File: src/rtl/alu_sequencer.sv
// alu_sequencer: multi-cycle sequencer feeding an 8-bit combinational ALU from a private 4x8 register file
// Ports: clk, rst (sync, active-high); instr/instr_valid/instr_ready instruction handshake;
//   alu_in1/alu_in2/alu_op registered ALU operands, alu_out/alu_flags ALU result (CZNV);
//   flags architectural CZNV register; done/err one-cycle retire pulse; dbg_sel/dbg_data rf peek.
//   Define ALU_SEQ_LDI_EN to make op 15 load rd with imm; otherwise op 15 is illegal.
module alu_sequencer (
  input  logic        clk,
  input  logic        rst,
  input  logic [15:0] instr,
  input  logic        instr_valid,
  output logic        instr_ready,
  output logic [7:0]  alu_in1,
  output logic [7:0]  alu_in2,
  output logic [3:0]  alu_op,
  input  logic [7:0]  alu_out,
  input  logic [3:0]  alu_flags,
  output logic [3:0]  flags,
  output logic        done,
  output logic        err,
  input  logic [1:0]  dbg_sel,
  output logic [7:0]  dbg_data
);
  typedef enum logic [1:0] {IDLE, ISSUE, CAPTURE, RETIRE} state_t;
  state_t state, state_nx;
  logic [7:0] rf [4];
  logic [3:0] op;
  logic [1:0] rd;
  logic [7:0] imm, res;
  logic [3:0] res_flags;
  function automatic logic is_alu(input logic [3:0] o);
    return o <= 4'd4 || o == 4'd11;
  endfunction
  function automatic logic is_ldi(input logic [3:0] o);
`ifdef ALU_SEQ_LDI_EN
    return o == 4'd15;
`else
    return o == 4'd15 && 1'b0;
`endif
  endfunction
  // Illegal ops and LDI bypass the ALU and go straight to RETIRE.
  always_comb begin
    state_nx = state;
    state_nx = state == IDLE    ? (instr_valid ? (is_alu(instr[15:12]) ? ISSUE : RETIRE) : IDLE) :
               state == ISSUE   ? CAPTURE :
               state == CAPTURE ? RETIRE : IDLE;
  end
  assign instr_ready = state == IDLE && !rst;
  assign done = state == RETIRE && !rst;
  assign err = done && !is_alu(op) && !is_ldi(op);
  assign dbg_data = rf[dbg_sel];
  always_ff @(posedge clk) begin
    if (rst) begin
      state <= IDLE;
      rf <= '{default: '0};
      flags <= '0;
      alu_in1 <= '0;
      alu_in2 <= '0;
      alu_op <= '0;
      op <= '0;
      rd <= '0;
      imm <= '0;
      res <= '0;
      res_flags <= '0;
    end else begin
      state <= state_nx;
      if (state == IDLE && instr_valid) begin
        op <= instr[15:12];
        rd <= instr[11:10];
        imm <= instr[7:0];
        // Operands are sampled here, so rd aliasing rs/rt reads the old value.
        if (is_alu(instr[15:12])) begin
          alu_op <= instr[15:12];
          alu_in1 <= rf[instr[9:8]];
          alu_in2 <= instr[15:12] == 4'd11 ? 8'h00 : rf[instr[7:6]];
        end
      end
      if (state == CAPTURE) begin
        res <= alu_out;
        res_flags <= alu_flags;
      end
      if (state == RETIRE && (is_alu(op) || is_ldi(op))) rf[rd] <= is_ldi(op) ? imm : res;
      // Only ADD produces a meaningful carry; other ALU ops keep the previous one.
      if (state == RETIRE && is_alu(op)) flags <= op == 4'd0 ? res_flags : {flags[3], res_flags[2:0]};
    end
  end
endmodule

File: config.mk
export PLATFORM = sky130hd
export DESIGN_NAME = alu_sequencer
export DESIGN_NICKNAME = d
export VERILOG_FILES = /design/src/rtl/alu_sequencer.sv
export SDC_FILE = /design/constraint.sdc
export NUM_CORES = 1
export LEC_CHECK = 0
export CORE_ASPECT_RATIO = 1.75
export CORE_MARGIN = 4
export CORE_UTILIZATION = 47
export DETAILED_ROUTE_END_ITERATION = 7
export PLACE_DENSITY_LB_ADDON = 0.1
export SYNTH_ARGS = -nofsm -noshare
export SYNTH_HDL_FRONTEND = slang
export SYNTH_SLANG_ARGS = --single-unit
File: constraint.sdc
create_clock -name clk -period 1.55 [get_ports clk]
set_input_delay 0.31 -clock clk [delete_from_list [all_inputs] [get_ports clk]]
set_output_delay 0.31 -clock clk [all_outputs]
set_load 0.03 [all_outputs]
# Word-level counts from Yosys, hierarchy flattened
# Index checks and enable logic that the tools add are counted.
# W data, S select, Z words.
totals:
  output_inout_bits: 35
  register_bits: 76
op_classes:
  eq_ne: 5
  reduce_logical: 14
  n_lt_le_gt_ge: 7
  muxes: 18
  bitwise: 4
ops:
  columns: ["operator", "n"]
  rows:
  - ["$mux W8", 8]
  - ["$bmux W8 S2", 3]
  - ["$bwmux W32", 1]
  - ["$demux W8 S2", 1]
  - ["$ge A3 B3 Y1 const B", 4]
  - ["$not A2 Y3", 4]
  - ["$mux W2", 5]
  - ["$eq A4 B4 Y1 const B", 2]
  - ["$le A4 B3 Y1 const B", 2]
  - ["$logic_and A1 B1 Y1", 6]
  - ["$eq A2 B2 Y1 const B", 2]
  - ["$logic_not A4 Y1", 1]
  - ["$reduce_and A2 Y1", 2]
  - ["$lt A3 B1 Y1 const B", 1]
  - ["$eq A2 B1 Y1 const B", 1]
  - ["$logic_not A1 Y1", 2]
  - ["$logic_not A2 Y1", 1]
  - ["$logic_or A1 B1 Y1", 2]

# Logic depth before layout (Yosys ltp)
# Gate-level depths: netlist of run 1.
logic_depth:
  depth_word: 6
  ltp_mapped: 7

# Least setup slack after synthesis of run 1
# No wires, ideal clock.
synth_timing:
  path_type: "register -> output"
  startpoint: "reg state[1]"
  endpoint: "out err"
  stages_incl_launch_ff: 4
  arrival_time_ns: 1.468
  required_time_ns: 1.240
  n_path_buf: 0
  setup_slack_ns: -0.228
  path_cell_list: "dfxtp_1 ha_1 nor2b_1 o211a_1"
synth_between:
  elab_chain_cells: 3
synth_lines:
  columns: ["element", "line_no", "text"]
  rows:
  - ["from (decl)", "24", "state_t state, state_nx;"]
  - ["from (signal assigned)", "65", "state <= state_nx;"]
  - ["$eq A2 B2 Y1", "48", "assign done = state == RETIRE && !rst;"]
  - ["$logic_and A1 B1 Y1", "48", null]
  - ["named net done", "18", "output logic done,"]
  - ["$logic_and A1 B1 Y1", "49", "assign err = done && !is_alu(op) && !is_ldi(op);"]
  - ["to (decl)", "19", "output logic err,"]
# The timed path passes the listed nets, and every way through them passes these cells.

# Final worst setup path of run 1
layout_timing:
  startpoint: "reg op[0]"
  endpoint: "out err"
layout_between:
  elab_chain_cells: 4
  elab_cells_between_ends: 5
  classes_between: "order compare (1); eq/ne (1); reduce/logical (3)"
layout_lines:
  columns: ["element", "line_no", "text"]
  rows:
  - ["from (decl)", "26", "logic [3:0] op;"]
  - ["from (signal assigned)", "67", "op <= instr[15:12];"]
  - ["$le A4 B3 Y1 or $eq A4 B4 Y1 (tied branches)", "31", "return o <= 4'd4 || o == 4'd11;"]
  - ["$logic_or A1 B1 Y1 (*)", "31", null]
  - ["$logic_not A1 Y1 (*)", "49", null]
  - ["$logic_and A1 B1 Y1 (*)", "49", null]
# Mark *: on every way between the ends. The rest lies on a longest branch, timed or not.

==> results of run 1 <==
==> layer usage <==
layer	GRT usage [%]	share of wire, %	vias up
met5	0	0	-
met3	4.48	6.1	39
met2	42.4	55	146
met4	10.4	3.7	0
li1	-	-	1571
met1	26.0	35	1648
==> cells in the mapped netlist (all sizes together) <==
cell and instances:
clkbuf 12, a211oi 1, and4b 1, buf 21, o21a 1, ha 4, a21oi 65, o211a 1
nand3 43, inv 2, mux2i 12, or2 1, and2b 1, nor4 1, a21o 1, o22a 1
o21ai 51, mux4 24, dfxtp 76, nor3 3, or2b 1, nor2 14, nand2 32, and2 2
nor2b 5, nand2b 3, o22ai 1
==> sequential cells by signal (all words and copies together), names as in the netlist <==
| register | count |
|---|---|
| rd | 2 |
| rf | 32 |
| res | 8 |
| res_flags | 4 |
| flags | 4 |
| alu_op | 4 |
| op | 4 |
| alu_in2 | 8 |
| state | 2 |
| alu_in1 | 8 |
==> per-stage QoR <==
step	utilization (%)	instances	instance area, µm²	hold slack [ps]	power [µW]
4_1_cts	67.1	557	4920	429	4760
5_1_grt	69.3	563	5080	439	4940
2_1_floorplan	-	380	3590	431	2380
6_report	69.3	563	5080	433	4770
3_5_place_dp	61.0	531	4470	452	2640
3_3_place_gp	61.0	531	4470	434	2630
==> where the power goes <==
part | leakage [µW] | switching, µW | internal [µW] | total, µW
Combinational | 0.00118 | 325 | 283 | 608
Sequential | 0.000629 | 53.9 | 2000 | 2050
Clock | 0.000149 | 740 | 1370 | 2110
Total | 0.00195 | 1120 | 3650 | 4770
==> kinds of logic after synthesis <==
| group | Yosys count | synth area share (%) |
|---|---|---|
| AOI/OAI and AO/OA | 122 | 18.0 |
| and+or+nand+nor | 107 | 14.3 |
| DFF | 76 | 42.5 |
| muxes | 36 | 18.4 |
| buffers and inverters | 35 | 5.45 |
| adders and majority gates | 4 | 1.40 |
==> area by class of cell <==
type                    instances  area [µm²]
fillers                       585        2250
clock buffers                  14         274
flip-flops and latches         76        1560
multi-input cells             269        1920
well taps                      86         108
clock inverters                 1        30.0
repair buffers                115        1190
inverters                       2        7.51
==> worst max-delay path, stage by stage, from the launching register on <==
cell and delay, ps:
sky130_fd_sc_hd__dfxtp_2 340, sky130_fd_sc_hd__o21ai_2 150, sky130_fd_sc_hd__or2b_1 240, sky130_fd_sc_hd__o211a_1 140, sky130_fd_sc_hd__buf_6 140
==> how the worst max path moves through the flow <==
stage                        start     endpoint  slack [ps]  cells after the start
6_report        op[0]$_SDFFE_PP0P_          err        -100                      4
5_1_grt         op[0]$_SDFFE_PP0P_          err        -140                      4
4_1_cts        state[1]$_SDFF_PP0_          err        -100                      5
3_5_place_dp            dbg_sel[0]  dbg_data[5]        -820                      4
3_3_place_gp            dbg_sel[0]  dbg_data[0]        -810                      4
2_1_floorplan           dbg_sel[0]  dbg_data[0]          70                      2
==> repair_timing <==
action	CTS	global route
gates cloned	0	5
endpoints found under the hold margin	0	0
setup buffers	11	2
pin swaps	4	18
setup endpoints to repair	35	53
resized for setup	88	27
==> impl_results.md, run 1 <==
- Outcome: finished with violations
- Violated checks: negative setup slack
- Proportion of layout cells with a drive suffix above 1: 30.4%
- Worst path setup slack after routing: -97.8 ps
- Chip Width: 74.0 µm
- Global placement routability congestion: 0.836
- Worst min-delay path endpoint: flags[2]$_SDFFE_PP0P_
- Path category of the worst min-delay check: input port to flop
- Via density per instance: between 6 and 7
- Routed length per placed instance: ~20 µm
- Total standard cell area after synthesis: 3580 µm²
- Number of cell instances on the worst register-to-register path: 8
- Critical-path maximum fanout: 5
- Upper clock frequency limit: 0.607 GHz
- Distinct cells, synth: 36
- Antenna violations before repair: 0
- Bufs on Longest Clock Path: 2
- First-pass DRT Iterations: 5
- Worst slew slack as a fraction of its limit: 73.7%
- Sum of overflow across all layers after global routing: 0
- Io pins: 68
- Share of the clock period used by the worst path after layout: 106%
- Sequential fraction of the synthesis area: 42.5%
- Worst path required time: 1240 ps
- Clock latency reported for the late side of the worst-skew pair: approximately 330 ps
- Via count of the first global-routing pass: around 3200
- TritonCTS clock tree: done
- Chip height: ~120 µm
- FF-to-FF setup slack: -80 ps
- Worst slew pin tran: 395 ps
- Setup crit start kind: flop
- Post-CTS clock slew at the launch and capture registers of the worst setup and hold paths: 50 ps
- Clock Skews: 5.26 ps
- Buffers added on ports: 61
- Post-place setup slack: -824 ps
- Setup Crit Path Kind: flop to output port
- Max H-tree Level: 3
- Max-Cap Viols: 0
- Leakage component of the power: 0.00195 µW
- Start point of the worst min-delay path: rst
- Unrepaired setup endpoints after global routing: true
- Capturing element type of the critical path: output port
- Total core area: 7340 µm²
- Count of endpoints failing setup in the final report: 41
- Final Hold Vio Count: 0
- Ant. Diodes: 0
- Synth area leaders: sky130_fd_sc_hd__dfxtp_1 42%, sky130_fd_sc_hd__mux4_2 15%, sky130_fd_sc_hd__a21oi_1 8.8%
- Cell type with the largest total area after synthesis: sky130_fd_sc_hd__dfxtp_1
- Pwr per Cell Area: roughly 940 nW/µm²
- Number of buffers created by CTS: 9
- Number of warnings issued by yosys: 0
- Effective utilization at floorplan: 48.8%
- Rows: 41
- Highest-count cells in the layout ignoring fill and taps: 62 x sky130_fd_sc_hd__a21oi_1, 48 x sky130_fd_sc_hd__dfxtp_1, 43 x sky130_fd_sc_hd__nand3_1
- Most common library cell in the layout ignoring fill and taps: sky130_fd_sc_hd__a21oi_1
- Terminus of the critical flop-to-flop path: rf[8]$_SDFFE_PP0P_
- Die Footprint: about 9100 µm²
- CTS hold repair buffers: 0
- Largest net degree at the start of global routing: 67
- Reg2Reg Launch Point: state[1]$_SDFF_PP0_
- Nets: 510
- DRC viols: 0
- Initial DRC count: 296
- Post-detail-place hpwl: between 6000 and 7000 µm
- Setup TNS Final: -1500 ps
- DR vias: 3404
- Area growth from synthesis to layout: 41.8%
- Max Slew Vio Count: 0
- Synth Area per Inst: 9.43 µm²
- Yosys reg bits: 76
- Final wirelength: 11200 µm
- Final critical path time including I/O delays and setup: 1650 ps
- Total clock sinks: 76
- Peak ir drop on the vdd network: about 830 µV
- Overall routing resource usage: a little under a quarter
- Number of instances in the synthesized netlist: 380
- Root cell of the clock tree: sky130_fd_sc_hd__clkbuf_16
- Area fraction of the dominant cell type after synthesis: 42.5%
- Net count after synthesis: 417
- Post-route antenna net violation count: 0
- First-pass GRT wire length: 16200 µm
- Data arrival time at the worst-slack endpoint: 1340 ps
- Number of cells on the worst hold path: 3
Power figures use the tool's default switching activity.
==> run 2: changes to the inputs <==
--- a/config.mk
+++ b/config.mk
@@ -10,6 +10,7 @@
 export CORE_UTILIZATION = 47
 export DETAILED_ROUTE_END_ITERATION = 7
 export PLACE_DENSITY_LB_ADDON = 0.1
+export SKIP_CTS_REPAIR_TIMING = 1
 export SYNTH_ARGS = -nofsm -noshare
 export SYNTH_HDL_FRONTEND = slang
 export SYNTH_SLANG_ARGS = --single-unit
==> run 2 against run 1 <==
  * The flow still finishes with violations (negative setup slack)
  * First-iteration DRC count is 13% lower
  * Sequential share of layout area is 0.15 points lower
  * Global-route usage is 0.93 points lower
  * Total power is 0.24% higher
  * Clock skew is 1.1 ps higher
==> impl_results.md, run 2 (synthesized netlist as in run 1, its figures left out) <==
- Outcome: finished with violations
- Violated checks: negative setup slack
- Count of endpoints failing setup in the final report: 11
- DR vias: 3317
- TritonCTS clock tree: done
- Share of the clock period used by the worst path after layout: 109%
- Post-CTS clock slew at the launch and capture registers of the worst setup and hold paths: 60 ps
- Register bank with the most flops: rf
- Number of filler instances in the final layout: between 500 and 600
- Total core area: between 7000 and 8000 µm²
- Setup Crit Path Kind: flop to output port
- Category of cells accounting for the largest share of critical-path delay: multiplexers
- Chip Width: 74.0 µm
- Sum of overflow across all layers after global routing: 0
- Final wirelength: 10700 µm
- Pwr per Cell Area: between 900 and 1000 nW/µm²
- Via count of the first global-routing pass: around 3000
- Routed length per placed instance: slightly below 20 µm
- Max-Cap Viols: 0
- DRC viols: 0
- Crit path max-delay cell type: sky130_fd_sc_hd__mux4_2
- Largest net degree at the start of global routing: 67
- Post-place setup slack: -824 ps
- Setup crit start kind: flop
- Clock latency reported for the late side of the worst-skew pair: 330 ps
- Most common library cell in the layout ignoring fill and taps: sky130_fd_sc_hd__a21oi_1
- Bufs on Longest Clock Path: 2
- First-pass GRT wire length: roughly 16000 µm
- Post-detail-place hpwl: 6990 µm
- Nets: ~500
- Data arrival time at the worst-slack endpoint: about 1400 ps
- Worst path required time: 1240 ps
- Proportion of layout cells with a drive suffix above 1: 28.1%
- Antenna violations before repair: 0
- Number of cell instances on the worst register-to-register path: 7
- Upper clock frequency limit: between 0.5 and 0.6 GHz
- Effective utilization at floorplan: between 40% and 50%
- Worst min-delay path endpoint: op[0]$_SDFFE_PP0P_
- Path category of the worst min-delay check: input port to flop
- Critical-path maximum fanout: 4
- Rows: 41
- Capturing element type of the critical path: output port
- Worst slew slack as a fraction of its limit: 74.1%
- Largest stage delay on the critical path: 500 ps
- Final Hold Vio Count: 0
- First-pass DRT Iterations: 5
- Final critical path time including I/O delays and setup: between 1500 and 2000 ps
- Worst slew pin tran: 389 ps
- Post-route antenna net violation count: 0
- Number of buffers created by CTS: 9
- Max Slew Vio Count: 0
- Worst path setup slack after routing: -134 ps
- Number of cells on the worst hold path: 3
- Number of flip-flops under the largest register name: 32
- Area growth from synthesis to layout: 41.8%
- Highest-count cells in the layout ignoring fill and taps: 63 x sky130_fd_sc_hd__a21oi_1, 52 x sky130_fd_sc_hd__dfxtp_1, 43 x sky130_fd_sc_hd__nand3_1
- Area taken by multi-input logic gates: about 1900 µm²
- Number of buffers and inverters on the critical path: 1
- Chip height: 124 µm
- Root cell of the clock tree: sky130_fd_sc_hd__clkbuf_16
- Total clock sinks: 76
- Buffers added on ports: 61
- Leakage component of the power: around 0.0022 µW
- Die Footprint: just over 9000 µm²
- Via density per instance: 5.97
- Terminus of the critical flop-to-flop path: rf[0]$_SDFFE_PP0P_
- FF-to-FF setup slack: -20 ps
- Overall routing resource usage: 22.6%
- Unrepaired setup endpoints after global routing: true
- Global placement routability congestion: 0.836
- Final Power: 4780 µW
- Clock Skews: 6.37 ps
- Worst path cell trace: mux4_2 -> buf_2
- Start point of the worst min-delay path: rst
- Io pins: 68
- Core occupancy in the finished layout: 69.3%
- Ant. Diodes: 0
- Reg2Reg Launch Point: state[0]$_SDFF_PP0_
- Peak ir drop on the vdd network: approximately 700 µV
- Initial DRC count: approximately 260
- Area taken by flip-flops and latches: 1550 µm²
- Max H-tree Level: 3
run 2: changes by cell type in the layout (fill, tap and decap cells not counted), moves of 3 or more:
cell	before	now
sky130_fd_sc_hd__dlymetal6s2s_1	0	25
sky130_fd_sc_hd__dlygate4sd2_1	24	0
sky130_fd_sc_hd__o21ai_0	28	36
sky130_fd_sc_hd__o21ai_1	22	14
sky130_fd_sc_hd__buf_4	40	34
sky130_fd_sc_hd__dfxtp_1	48	52
sky130_fd_sc_hd__dfxtp_2	26	23
run 2: layer usage:
layer  track usage (%)  up-vias  wire (µm)
met5                 0        -          0
met4              8.16        0        276
met2              41.0      106       5930
met1              25.7     1629       3950
met3              4.15       23        569
li1                  -     1559          -
run 2: area by class of cell:
cell class | count | area share (%)
clock buffers | 14 | 5.39
clock inverters | 1 | 0.591
inverters | 2 | 0.148
multi-input cells | 269 | 37.6
flip-flops and latches | 76 | 30.6
well taps | 86 | 2.12
repair buffers | 108 | 23.6
run 2: worst reg2reg max path, cell delays in order, from the launching register on:
cell                        delay, ps
sky130_fd_sc_hd__dfxtp_2          370
sky130_fd_sc_hd__ha_4             150
sky130_fd_sc_hd__and4b_4          250
sky130_fd_sc_hd__a21oi_4           40
sky130_fd_sc_hd__buf_12           140
sky130_fd_sc_hd__clkbuf_16        180
sky130_fd_sc_hd__o21ai_0          200
sky130_fd_sc_hd__a21oi_1          110
run 2: per-stage QoR:
step	area, µm²	instances	TNS [ps]	hold slack, ps
3_3_place_gp	4470	531	-9350	434
3_5_place_dp	4470	531	-9920	452
4_1_cts	4780	546	-7970	429
6_report	5080	556	-699	431
2_1_floorplan	3590	380	0	431
5_1_grt	5080	556	-1230	439
run 2: worst max path at each step:
stage / start / end / slack, ps / depth (start not counted)
after CTS: dbg_sel[0] / dbg_data[5] / -830 / 4
final: rf[5]$_SDFFE_PP0P_ / dbg_data[5] / -130 / 2
after global placement: dbg_sel[0] / dbg_data[0] / -810 / 4
after floorplan: dbg_sel[0] / dbg_data[0] / 70 / 2
after detailed placement: dbg_sel[0] / dbg_data[5] / -820 / 4
after global routing: state[0]$_SDFF_PP0_ / err / -160 / 5
run 2: power by group:
part           total (µW)  switching [µW]  leakage, µW  internal [µW]
sequential           2050            54.3     0.000627           2000
combinational         607             319      0.00147            288
clock                2120             751     0.000149           1370
total                4780            1120      0.00225           3660
